<file path="src/rtl/sha1_padder_if.sv">
// Word-stream handshake feeding the SHA-1 padder.
interface sha1_padder_if;
  logic [31:0] s_data;
  logic        s_valid;
  logic        s_last;
  logic [2:0]  s_bytes;
  logic        s_ready;

  modport master (output s_data, output s_valid, output s_last, output s_bytes, input s_ready);
  modport slave  (input s_data, input s_valid, input s_last, input s_bytes, output s_ready);
endinterface

</file>
<file path="src/rtl/sha1_padder.sv">
// SHA-1 message padder: packs a 32-bit word stream into padded 512-bit chunks,
// drives the core init/next handshake and captures the final digest.
module sha1_padder (
  input  logic         clk,
  input  logic         reset_n,
  sha1_padder_if.slave s,
  output logic         core_init,
  output logic         core_next,
  output logic [511:0] core_chunk,
  input  logic         core_ready,
  input  logic         core_valid,
  input  logic [159:0] core_digest,
  output logic [159:0] digest,
  output logic         done,
  output logic         busy
);
  localparam int unsigned WORD_W      = 32;
  localparam int unsigned CHUNK_WORDS = 16;
  localparam int unsigned CHUNK_W     = WORD_W * CHUNK_WORDS;
  localparam int unsigned LEN_W       = 64;
  localparam int unsigned IDX_W       = 4;

  typedef enum logic [2:0] {FILL, ISSUE, WAIT, PAD2, DONE} state_t;

  state_t              state, state_n;
  logic [WORD_W-1:0]   chunk_buf [CHUNK_WORDS];
  logic [WORD_W-1:0]   buf_n     [CHUNK_WORDS];
  logic [IDX_W-1:0]    widx, widx_n;
  logic [LEN_W-1:0]    bitlen, bitlen_n;
  logic                final_q, final_n;
  logic                need_pad2, need_pad2_n;
  logic                pad_pending, pad_pending_n;
  logic                first, first_n;
  logic                busy_n, done_n;
  logic                load_chunk, digest_load;
  logic [CHUNK_W-1:0]  chunk_n;
  logic [2:0]          nb;
  logic [WORD_W-1:0]   keep_mask, pad_word;
  logic [6:0]          pad_pos;

  // Next-state, datapath updates and the Mealy core handshake pulses.
  always_comb begin
    state_n       = state;
    buf_n         = chunk_buf;
    widx_n        = widx;
    bitlen_n      = bitlen;
    final_n       = final_q;
    need_pad2_n   = need_pad2;
    pad_pending_n = pad_pending;
    first_n       = first;
    busy_n        = busy;
    done_n        = 1'b0;
    load_chunk    = 1'b0;
    digest_load   = 1'b0;
    core_init     = 1'b0;
    core_next     = 1'b0;
    chunk_n       = '0;

    // Valid byte count of a final word, saturated at a full word.
    nb = (s.s_bytes > 3'd4) ? 3'd4 : s.s_bytes;
    case (nb)
      3'd0:    keep_mask = 32'h0000_0000;
      3'd1:    keep_mask = 32'hFF00_0000;
      3'd2:    keep_mask = 32'hFFFF_0000;
      3'd3:    keep_mask = 32'hFFFF_FF00;
      default: keep_mask = 32'hFFFF_FFFF;
    endcase
    pad_word = (nb == 3'd4) ? 32'h0 : (32'h8000_0000 >> {nb[1:0], 3'b000});
    pad_pos  = 7'({widx, 2'b00}) + 7'(nb);

    case (state)
      FILL: begin
        if (s.s_valid && s.s_ready) begin
          busy_n = 1'b1;
          if (!s.s_last) begin
            buf_n[widx] = s.s_data;
            widx_n      = widx + 4'd1;
            bitlen_n    = bitlen + LEN_W'(WORD_W);
            if (widx == 4'd15) begin
              final_n    = 1'b0;
              load_chunk = 1'b1;
              state_n    = ISSUE;
            end
          end else begin
            bitlen_n = bitlen + LEN_W'({nb, 3'b000});
            for (int i = 0; i < CHUNK_WORDS; i++) begin
              if (4'(i) > widx) buf_n[i] = '0;
            end
            buf_n[widx] = (s.s_data & keep_mask) | pad_word;
            // A full final word pushes the 0x80 marker into the next word,
            // or into a second chunk when the word filled the chunk.
            if (nb == 3'd4) begin
              if (widx != 4'd15) buf_n[4'(widx + 4'd1)] = 32'h8000_0000;
              else               pad_pending_n = 1'b1;
            end
            if (pad_pos <= 7'd55) begin
              buf_n[14] = bitlen_n[63:32];
              buf_n[15] = bitlen_n[31:0];
              final_n   = 1'b1;
            end else begin
              final_n     = 1'b0;
              need_pad2_n = 1'b1;
            end
            load_chunk = 1'b1;
            state_n    = ISSUE;
          end
        end
      end
      ISSUE: begin
        if (core_ready) begin
          core_init = first;
          core_next = !first;
          first_n   = 1'b0;
          state_n   = WAIT;
        end
      end
      WAIT: begin
        if (core_valid) begin
          if (final_q) begin
            digest_load = 1'b1;
            done_n      = 1'b1;
            busy_n      = 1'b0;
            state_n     = DONE;
          end else if (need_pad2) begin
            state_n = PAD2;
          end else begin
            for (int i = 0; i < CHUNK_WORDS; i++) buf_n[i] = '0;
            widx_n  = '0;
            state_n = FILL;
          end
        end
      end
      PAD2: begin
        for (int i = 0; i < CHUNK_WORDS; i++) buf_n[i] = '0;
        buf_n[0]      = pad_pending ? 32'h8000_0000 : 32'h0;
        buf_n[14]     = bitlen[63:32];
        buf_n[15]     = bitlen[31:0];
        final_n       = 1'b1;
        need_pad2_n   = 1'b0;
        pad_pending_n = 1'b0;
        load_chunk    = 1'b1;
        state_n       = ISSUE;
      end
      DONE: begin
        for (int i = 0; i < CHUNK_WORDS; i++) buf_n[i] = '0;
        bitlen_n = '0;
        widx_n   = '0;
        final_n  = 1'b0;
        first_n  = 1'b1;
        state_n  = FILL;
      end
      default: state_n = FILL;
    endcase

    for (int i = 0; i < CHUNK_WORDS; i++) begin
      chunk_n[CHUNK_W-1-WORD_W*i -: WORD_W] = buf_n[i];
    end
  end

  // State and datapath registers.
  always_ff @(posedge clk or negedge reset_n) begin
    if (!reset_n) begin
      state <= FILL;
      for (int i = 0; i < CHUNK_WORDS; i++) chunk_buf[i] <= '0;
      widx        <= '0;
      bitlen      <= '0;
      final_q     <= 1'b0;
      need_pad2   <= 1'b0;
      pad_pending <= 1'b0;
      first       <= 1'b1;
      s.s_ready   <= 1'b0;
      core_chunk  <= '0;
      digest      <= '0;
      done        <= 1'b0;
      busy        <= 1'b0;
    end else begin
      state       <= state_n;
      chunk_buf   <= buf_n;
      widx        <= widx_n;
      bitlen      <= bitlen_n;
      final_q     <= final_n;
      need_pad2   <= need_pad2_n;
      pad_pending <= pad_pending_n;
      first       <= first_n;
      s.s_ready   <= (state_n == FILL);
      if (load_chunk)  core_chunk <= chunk_n;
      if (digest_load) digest     <= core_digest;
      done        <= done_n;
      busy        <= busy_n;
    end
  end
endmodule

</file>
<file path="src/flat_wrapper.sv">
// flat-port wrapper written by rule: the top's interface ports become plain ports
module sha1_padder_flat 
  (clk, reset_n, core_init, core_next, core_chunk, core_ready, core_valid, core_digest, digest, done, busy, s_s_data, s_s_valid, s_s_last, s_s_bytes, s_s_ready);
  sha1_padder_if s_i ();
  input  logic clk;
  input  logic reset_n;
  output logic core_init;
  output logic core_next;
  output logic [511:0] core_chunk;
  input  logic core_ready;
  input  logic core_valid;
  input  logic [159:0] core_digest;
  output logic [159:0] digest;
  output logic done;
  output logic busy;
  input wire logic [$bits(s_i.s_data)-1:0] s_s_data;
  input wire logic [$bits(s_i.s_valid)-1:0] s_s_valid;
  input wire logic [$bits(s_i.s_last)-1:0] s_s_last;
  input wire logic [$bits(s_i.s_bytes)-1:0] s_s_bytes;
  output wire logic [$bits(s_i.s_ready)-1:0] s_s_ready;
  assign s_i.s_data = s_s_data;
  assign s_i.s_valid = s_s_valid;
  assign s_i.s_last = s_s_last;
  assign s_i.s_bytes = s_s_bytes;
  assign s_s_ready = s_i.s_ready;
  sha1_padder u_core (.clk(clk), .reset_n(reset_n), .s(s_i), .core_init(core_init), .core_next(core_next), .core_chunk(core_chunk), .core_ready(core_ready), .core_valid(core_valid), .core_digest(core_digest), .digest(digest), .done(done), .busy(busy));
endmodule
</file>
<file path="config.mk">
export PLATFORM = sky130hd
export DESIGN_NAME = sha1_padder_flat
export DESIGN_NICKNAME = d
export VERILOG_FILES = /design/src/rtl/sha1_padder_if.sv /design/src/rtl/sha1_padder.sv /design/src/flat_wrapper.sv
export SDC_FILE = /design/constraint.sdc
export NUM_CORES = 2
export LEC_CHECK = 0
export BUFFER_PORTS_ARGS = -buffer_cell sky130_fd_sc_hd__buf_2
export CORE_AREA = 3 3 342 344
export DETAILED_ROUTE_END_ITERATION = 16
export DIE_AREA = 0 0 345 347
export PLACE_DENSITY = 0.72
export REMOVE_ABC_BUFFERS = 1
export SLEW_MARGIN = 20
export SYNTH_ARGS = -nofsm -noshare
export SYNTH_HDL_FRONTEND = slang
export SYNTH_SLANG_ARGS = --single-unit
</file>
<file path="constraint.sdc">
create_clock -name clk -period 3 [get_ports clk]
set_input_delay 0 -clock clk [delete_from_list [all_inputs] [get_ports clk]]
set_output_delay 0 -clock clk [all_outputs]
set_load 0.01 [all_outputs]
</file>
==> flow_summary.json <==
{
  "synth_area_per_cell_sq_um": 10.78,
  "maxSlewViolCount": 0,
  "period_share_pct": 99.32,
  "fillers": 8894,
  "critical_path.endpoint_type": "flop",
  "max_slew_margin_pct": 22.22,
  "power.density_nw_per_um2": 976.3,
  "worstPathCellList": "nand4bb_1, nor2_4, nand3_1, o21ai_2, a22o_1, mux2_2",
  "status": "completed",
  "reg2reg_to": "u_core.core_chunk[86]",
  "drive_above_1_share_pct": 31.64,
  "cts.sinks": 1255,
  "power_uw": 69720,
  "yosys_warnings": 0,
  "holdWs_ps": 26.75,
  "drc": 0,
  "post-synth-top-count-cell": "dfrtp_1",
  "vias_per_cell": 6.286,
  "yosys_register_bits": 1255,
  "fin_cells": 8046,
  "dr.pass1.iters": 6,
  "grt_max_degree": 118,
  "cp-start-kind": "flop",
  "fp.dieH_um": 347,
  "arrival_ps": 3700,
  "die_w_um": 345,
  "areaGrowthSynthToFinish_pct": 30.43,
  "synth-edff-count": 0,
  "grt_usage_pct": 40.05,
  "ir_worst_vdd_uv": 848.8,
  "ys.flop_type": "dfrtp_1",
  "finalCriticalPeriod_ps": 2980,
  "drt_wl_total_mm": 246.9,
  "antenna_found_initial": 21,
  "async_flop_share_pct": 100.0,
  "yosys.area.top_type": "dfrtp_1",
  "overflow": 0,
  "routabilityCongestion": 1.009,
  "synthMuxAreaShare_pct": 9.143,
  "htreeDepth": 4,
  "finalHoldViolCount": 0,
  "hold_class": "primary input to flop",
  "grt_pass1_wl_mm": 354.5,
  "dieArea_sq_um": 119700,
  "cp_slowest_stage_delay_ps": 900,
  "rrSetupSlack_ps": 20,
  "max_cap_violations": 0,
  "cts_buffer_depth": 3,
  "reg2reg_depth": 6,
  "synth_area_sq_um": 54750,
  "utilization_pct": 62.54,
  "synth_fa_ha_area_share_pct": 0.3108,
  "min_from": "core_digest[63]",
  "path_class": "flop to flop",
  "synth_top_area_share_pct": 57.32,
  "synth_xor_area_share_pct": 0.3519,
  "drt_iter0_drc": 5994,
  "core_sq_um": 114200,
  "synthTopCellsByArea": "dfrtp_1, mux2_2, nand2_1",
  "hpwl_mm": 168.6,
  "synth.distinct_cells": 101,
  "worst_pin_slew_ps": 1167,
  "synth_top_family_by_area": "compound AO/OA/AOI/OAI gates",
  "syn_inst": 5081,
  "portBuffers": 877,
  "cts_tree": "yes",
  "synth_compound_area_share_pct": 16.05,
  "root_buffer": "clkbuf_16",
  "io_pins": 878,
  "worstPathMaxFanout": 13,
  "wl_per_cell_um": 30.68,
  "hold_depth": 3,
  "synth-seq-area-share_pct": 57.36,
  "finalClockSkew_ps": 36.00,
  "vias": 50580,
  "fmax_mhz": 335.6,
  "hold_end": "u_core.digest[63]",
  "setup_viol": 0,
  "reg2reg_from": "u_core.state[1]",
  "worst_path_max_delay_cell": "o21ai_2",
  "placedCellCount": 7483,
  "p_leak_uw": 0.03464,
  "clk_pin_slew_ps": 60,
  "yosys.area_share.simple_pct": 13.09,
  "rows": 124,
  "antenna_left": 0,
  "synthTopCellsByCount": "dfrtp_1, nand2_1, mux2_2",
  "clk_latency_ps": 780,
  "first_global_vias": 49891,
  "cts_buffers": 138,
  "start_util_pct": 47.95,
  "nNetsFinal": 6631,
  "worstPathRequired_ps": 3720
}
logic make-up (layout without fill, tap and decap cells):
| group | Yosys count | count (layout) |
|---|---|---|
| compound gates | 1280 | 1281 |
| mux | 446 | 446 |
| xor+xnor | 22 | 22 |
| buf+inv | 450 | 1888 |
| other cells | 0 | 13 |
| simple gates | 1615 | 1616 |
| fa+ha+maj | 13 | 13 |
| flops | 1255 | 1255 |
worst max path at each step:
stage                           from                      to  slack (ps)  depth (start not counted)
floorplan             u_core.widx[1]  u_core.core_chunk[104]      -11640                          5
global placement    u_core.bitlen[3]   u_core.core_chunk[37]          10                          9
detailed placement  u_core.bitlen[3]   u_core.core_chunk[41]         -80                         11
CTS                 u_core.bitlen[3]   u_core.core_chunk[37]          40                         11
global route        u_core.bitlen[3]   u_core.core_chunk[63]          -4                         11
finish               u_core.state[1]   u_core.core_chunk[86]          20                          6
layout by cell type (no fill, tap or decap), types with 60 or more instances in the layout:
master	instances
nand2_1	782
a31oi_1	217
nand4_1	60
o2bb2ai_1	126
a22o_1	93
buf_2	875
dlygate4sd3_1	301
a21oi_1	213
buf_4	376
nor2_1	377
dfrtp_1	1254
buf_12	68
nand3_1	107
o21ai_0	252
mux2_2	429
clkbuf_16	141
stage by stage:
step,setup TNS (ps),instance area (sq um),setup slack [ps]
final,0,71410,20.50
after global routing,-4.091,71390,-4.091
after floorplan,-8151710,52820,-11640
after detailed placement,-415.4,63550,-79.42
after global placement,0,63550,12.80
after CTS,0,71290,37.34
metal layers:
metal | share of wire, % | up-vias | global-route usage, %
met5 | 0.023 | - | 0
met4 | 8.1 | 8 | 27.18
met3 | 11 | 811 | 11.98
met2 | 44 | 3303 | 59.74
met1 | 37 | 25427 | 50.46
li1 | - | 21031 | -
power breakdown:
group          internal (uW)  switching (uW)
clock network          10200            7470
registers              21900            3180
logic                   9900           17000
what timing repair did:
action                                  4_1_cts  5_1_grt
endpoints found under the setup margin       15       68
pin swaps                                     0        4
setup buffers                                 0        3
gates resized for setup                       3       13
cloned                                        0        2
endpoints found under the hold margin      1476        0
hold buffers                                301        0
sequential cells by signal, summed over array words and instances (netlist names), 3 cells and up:
register           count
u_core.chunk_buf     508
u_core.digest        160
u_core.core_chunk    512
u_core.bitlen         61
u_core.widx            4
u_core.state           3
final cells by class:
class | instances | area [sq um] | share of cell area, %
antenna | 13 | 32.53 | 0.04555
tap | 1512 | 1892 | 2.649
sequential | 1255 | 31410 | 43.98
inverter | 23 | 86.33 | 0.1209
clock buffer | 198 | 3993 | 5.591
multi-input combinational | 3378 | 21700 | 30.39
clock inverter | 46 | 715.7 | 1.002
timing repair buffer | 1621 | 11590 | 16.23
worst max-delay path, delay by kind of cell, from the launching register on:
family | cells | cell delay (ps)
compound gates | 2 | 1180
simple gates | 3 | 1090
flops | 1 | 500
mux | 1 | 160
(Power assumes the default switching activity.)
